## src/rtl/decoder_pkg.sv

```systemverilog
// Shared types and helpers for the registered 3-to-8 decoder.
package decoder_pkg;
   localparam int CODE_W  = 3;
   localparam int NUM_OUT = 8;

   typedef enum logic [1:0] {
      IDLE = 2'd0,
      HOLD = 2'd1,
      SCAN = 2'd2
   } state_t;

   function automatic logic [NUM_OUT-1:0] onehot8(input logic [CODE_W-1:0] code);
      return 8'h01 << code;
   endfunction
endpackage

```

## src/rtl/decoder3_8_seq_dwell_counter.sv

```systemverilog
// Loadable down-counter used to time each scan step.
module dwell_counter #(
   parameter int DWELL_W = 8
) (
   input  logic               clk,
   input  logic               rst,
   input  logic               clr,
   input  logic               load,
   input  logic [DWELL_W-1:0] load_val,
   input  logic               dec,
   output logic               zero
);
   logic [DWELL_W-1:0] cnt;

   always_ff @(posedge clk) begin
      if (rst || clr)
         cnt <= '0;
      else if (load)
         cnt <= load_val;
      else if (dec && cnt != '0)
         cnt <= cnt - 1'b1;
   end

   assign zero = (cnt == '0);
endmodule

```

## src/rtl/decoder3_8_seq.sv

```systemverilog
// Registered 3-to-8 one-hot decoder with valid/ready input and a self-timed scan mode.
module decoder3_8_seq
   import decoder_pkg::*;
#(
   parameter int DWELL_W    = 8,
   parameter bit ACTIVE_LOW = 1'b0
) (
   input  logic               clk,
   input  logic               rst,
   input  logic               en,
   input  logic [2:0]         din,
   input  logic               in_valid,
   output logic               in_ready,
   input  logic               scan_start,
   input  logic [DWELL_W-1:0] dwell,
   output logic [7:0]         dout,
   output logic               dout_valid,
   output logic               busy,
   output logic               scan_done
);
   state_t               state;
   logic [CODE_W-1:0]    idx;
   logic [DWELL_W-1:0]   dwell_q;
   logic [NUM_OUT-1:0]   dout_l;

   logic                 cnt_clr;
   logic                 cnt_load;
   logic                 cnt_dec;
   logic [DWELL_W-1:0]   cnt_val;
   logic                 cnt_zero;

   logic                 accept_scan;
   logic                 accept_dec;

   assign in_ready    = en && !busy && !rst;
   assign accept_scan = in_ready && scan_start;
   assign accept_dec  = in_ready && in_valid && !scan_start;

   // First step loads the live dwell input; later steps reload the captured copy.
   always_comb begin
      cnt_clr  = !en;
      cnt_load = 1'b0;
      cnt_dec  = 1'b0;
      cnt_val  = dwell_q;
      if (en) begin
         if (accept_scan) begin
            cnt_load = 1'b1;
            cnt_val  = dwell;
         end else if (state == SCAN) begin
            if (!cnt_zero)
               cnt_dec = 1'b1;
            else if (idx != CODE_W'(NUM_OUT - 1))
               cnt_load = 1'b1;
         end
      end
   end

   dwell_counter #(.DWELL_W(DWELL_W)) u_dwell (
      .clk      (clk),
      .rst      (rst),
      .clr      (cnt_clr),
      .load     (cnt_load),
      .load_val (cnt_val),
      .dec      (cnt_dec),
      .zero     (cnt_zero)
   );

   always_ff @(posedge clk) begin
      if (rst) begin
         state      <= IDLE;
         idx        <= '0;
         dwell_q    <= '0;
         dout_l     <= '0;
         dout_valid <= 1'b0;
         busy       <= 1'b0;
         scan_done  <= 1'b0;
      end else begin
         scan_done <= 1'b0;
         if (!en) begin
            state      <= IDLE;
            idx        <= '0;
            dout_l     <= '0;
            dout_valid <= 1'b0;
            busy       <= 1'b0;
         end else begin
            case (state)
               IDLE, HOLD: begin
                  if (accept_scan) begin
                     state      <= SCAN;
                     idx        <= '0;
                     dwell_q    <= dwell;
                     dout_l     <= onehot8('0);
                     dout_valid <= 1'b1;
                     busy       <= 1'b1;
                  end else if (accept_dec) begin
                     state      <= HOLD;
                     dout_l     <= onehot8(din);
                     dout_valid <= 1'b1;
                  end
               end
               SCAN: begin
                  if (cnt_zero) begin
                     if (idx != CODE_W'(NUM_OUT - 1)) begin
                        idx    <= idx + 1'b1;
                        dout_l <= onehot8(idx + 1'b1);
                     end else begin
                        state      <= IDLE;
                        idx        <= '0;
                        dout_l     <= '0;
                        dout_valid <= 1'b0;
                        busy       <= 1'b0;
                        scan_done  <= 1'b1;
                     end
                  end
               end
               default: begin
                  state      <= IDLE;
                  dout_l     <= '0;
                  dout_valid <= 1'b0;
                  busy       <= 1'b0;
               end
            endcase
         end
      end
   end

   assign dout = ACTIVE_LOW ? ~dout_l : dout_l;
endmodule

```

## config.mk

```make
export PLATFORM = sky130hd
export DESIGN_NAME = decoder3_8_seq
export DESIGN_NICKNAME = d
export VERILOG_FILES = /design/src/rtl/decoder_pkg.sv /design/src/rtl/decoder3_8_seq_dwell_counter.sv /design/src/rtl/decoder3_8_seq.sv
export SDC_FILE = /design/constraint.sdc
export NUM_CORES = 1
export LEC_CHECK = 0
export CORE_AREA = 3 3 68 70
export CTS_BUF_LIST = sky130_fd_sc_hd__clkbuf_4 sky130_fd_sc_hd__clkbuf_8 sky130_fd_sc_hd__clkbuf_16
export CTS_CLUSTER_SIZE = 40
export DETAILED_ROUTE_END_ITERATION = 12
export DIE_AREA = 0 0 71 73
export PLACE_DENSITY = 0.77
export REMOVE_ABC_BUFFERS = 1
export SYNTH_ARGS = -nofsm -noshare
export SYNTH_HDL_FRONTEND = slang
export SYNTH_SLANG_ARGS = --single-unit
```

## constraint.sdc

```tcl
create_clock -name clk -period 1.7 [get_ports clk]
set_input_delay 0.17 -clock clk [delete_from_list [all_inputs] [get_ports clk]]
set_output_delay 0.17 -clock clk [all_outputs]
set_load 0.005 [all_outputs]
```

==> results by group <==
Place
  – IO Port Bufs: 27
  – Final HPWL from detailed placement: slightly above 4000 um
  – Routability cong.: approximately 0.91

Status
  – Failing checks: negative setup slack
  – Run status: finished with violations

Synthesis
  – Syn. warnings: 0
  – Synth Cell Area: about 2000 um^2
  – Synth Flop Type: dfxtp_1
  – Post-synth EDFFs: 0
  – Post-synth cell types: 53
  – Post-synthesis sequential area ratio: 32.43%
  – Seq cells post-synth: 32
  – Mean Syn Cell Area: between 8 and 9 um^2
  – Syn Inst Count: approximately 240
  – Share of async-settable or async-resettable flops after synthesis: 0%

Setup path
  – Startpoint types: flip-flop
  – CP Capture Type: flip-flop
  – Critical Path AT: roughly 2.1 ns
  – Critical setup path kind: reg2reg
  – Req. time, crit path: 1.90 ns
  – Crit path max fanout: 6

Clocking
  – Clock slew at reported path FFs: roughly 0.070 ns
  – Worst-skew pair later-pin latency: approximately 0.29 ns
  – CTS Sinks: 32
  – CTS Buffer Depth: 2
  – CTS tree: done
  – Root buffer cell: clkbuf_8
  – CTS Hold Bufs: 0
  – CTS H-tree lvls: 2
  – CTS Buf Count: 5

Route
  – Residual DRC: 0
  – Number of nets with antenna violations after routing: 0
  – Drt pass-1 iters: 4
  – Drt via density: between 6 and 7
  – Post-Route M1 WL: 2617 um
  – Met3 WL: about 550 um
  – Iter 0 DRT Violations: 246
  – Drt total wl: 6475 um
  – Met2 WL: about 3100 um
  – Top Metal Used: met4
  – Vias: approximately 2200
  – Post-DR wirelength/cell: ~18 um

Cells and area
  – Ant. Diodes: 0
  – Proportion of layout cells with a drive suffix above 1: a little over 40%
  – Post-layout util: between 70% and 80%
  – Nets@finish: approximately 340
  – Commonest non-fill, non-tap cell in the layout: buf_4
  – Syn-to-layout area delta: 52.31%
  – Most frequent cells in the layout: buf_4, dfxtp_1, clkdlybuf4s50_1

GRT
  – Aggregate global routing overflow: 0
  – Initial antenna violation count: 0
  – Largest net degree at the start of global routing: 11
  – Gr usage total: 24.60%
  – Vias in the first global route: roughly 2100
  – First-pass GRT wire length: 10070 um

Floorplan
  – DIE WIDTH: between 70 and 80 um
  – Die height: roughly 73 um
  – DIE AREA: 5183 um^2
  – Starting Density: between 40% and 50%
  – I/O pin count: 28
  – Core area: between 4000 and 5000 um^2
  – # rows: 23

Power
  – VDD IR max: 0.3584 mV
  – PwrDens: around 550 nW/um^2
  – Total power: between 1.5 and 2 mW
  – Leakage: around 1.2 nW

Timing
  – Final Skew: 0.007130 ns
  – Hold Violations, Final: 0
  – Final Max Slew Viols: 0
  – Crit share post-route: 113.1%
  – Max_slew headroom: between 60% and 70%
  – RSZ-0062 raised after global routing: true
  – Fmax: approximately 520 MHz
  – Final min period: around 1.9 ns
  – Worst-Margin Slew: approximately 0.58 ns
  – Final worst slack: -0.2230 ns
  – Setup violators final: 23

Flow run
  – Max cap viols: 0

Worst hold path
  – Hold Path Class: in2reg
-- where the power goes --
part,switching [mW],leakage (nW),internal [mW]
logic,0.152,0.870,0.150
clock network,0.293,0.0400,0.277
registers,0.00839,0.260,0.762
total,0.454,1.17,1.19
-- critical path, stage by stage (launching register included) --
cell	delay, ns
dfxtp_2	0.33
inv_2	0.08
ha_4	0.14
or4b_4	0.57
o31ai_4	0.31
buf_6	0.17
a22oi_2	0.05
o211ai_1	0.19
-- flip-flops by register name, indices dropped and copies added, names as in the netlist --
signal       cells
dout             8
dwell_q          8
u_dwell.cnt      8
idx              3
state            2
busy             1
dout_valid       1
scan_done        1
-- through the flow --
stage	instance area, um^2	setup TNS, ns	hold slack (ns)	cells	setup slack [ns]
2_1_floorplan	1918	-4.187	0.2391	223	-0.2714
3_3_place_gp	2631	-2.526	0.4390	349	-0.1624
3_5_place_dp	2631	-3.855	0.4444	349	-0.2294
4_1_cts	2914	-2.660	0.4493	361	-0.1489
5_1_grt	3009	-4.470	0.4706	362	-0.2744
6_report	3009	-3.673	0.4505	362	-0.2230
-- final timing paths --
kind | startpoint | end | depth (start not counted) | slack [ns]
max | u_dwell.cnt[1] | u_dwell.cnt[2] | 7 | -0.22
min reg2reg | dwell_q[6] | dwell_q[6] | 2 | 0.45
min | dwell[6] | dwell_q[6] | 3 | 0.45
max reg2reg | u_dwell.cnt[1] | u_dwell.cnt[2] | 7 | -0.22
-- area by class of cell --
| cell class | instances | area, um^2 |
|---|---|---|
| Multi-Input combinational cell | 175 | 1449 |
| Sequential cell | 32 | 644.4 |
| Inverter | 16 | 60.06 |
| Tap cell | 50 | 62.56 |
| Fill cell | 268 | 1020 |
| Clock buffer | 5 | 68.82 |
| Timing Repair Buffer | 82 | 711.9 |
| Clock inverter | 2 | 12.51 |
-- synth_stat cells, drive strengths merged, types with 4 or more instances --
cell | instances | area share [%]
nand2b | 6 | 1.9
nand3 | 10 | 2.5
ha | 9 | 5.7
a22oi | 5 | 1.9
nor4 | 5 | 1.9
o21ai | 11 | 2.8
nor3 | 8 | 2.9
inv | 16 | 3.0
and3 | 6 | 1.9
o22ai | 7 | 2.2
clkbuf | 9 | 1.8
o211ai | 4 | 1.8
nor3b | 5 | 1.9
mux2 | 6 | 3.4
a21oi | 23 | 5.8
dfxtp | 32 | 32
nand2 | 23 | 4.4
nor2 | 8 | 1.5
-- what timing repair did --
action	4_1_cts	5_1_grt
setup buffers	4	4
resized for setup	36	28
gates cloned	1	0
pin swaps	23	17
setup endpoints to repair	24	32
endpoints found under the hold margin	0	0
-- cell families after synthesis --
logic type                 count (synthesis)  synth area share (%)
buffers and inverters                     28                 5.953
DFF                                       32                 32.43
muxes                                      6                 3.420
and+or+nand+nor                           91                 27.30
adders and majority gates                  9                 5.700
AOI/OAI and AO/OA                         68                 24.76
xor gates and xnor gates                   1                0.4434
-- routing by layer --
metal,track usage (%),up-vias
met5,0,-
met4,9.186,0
met3,6.749,29
met2,40.16,124
met1,31.06,1027
li1,-,1015
(Power assumes the default switching activity.)
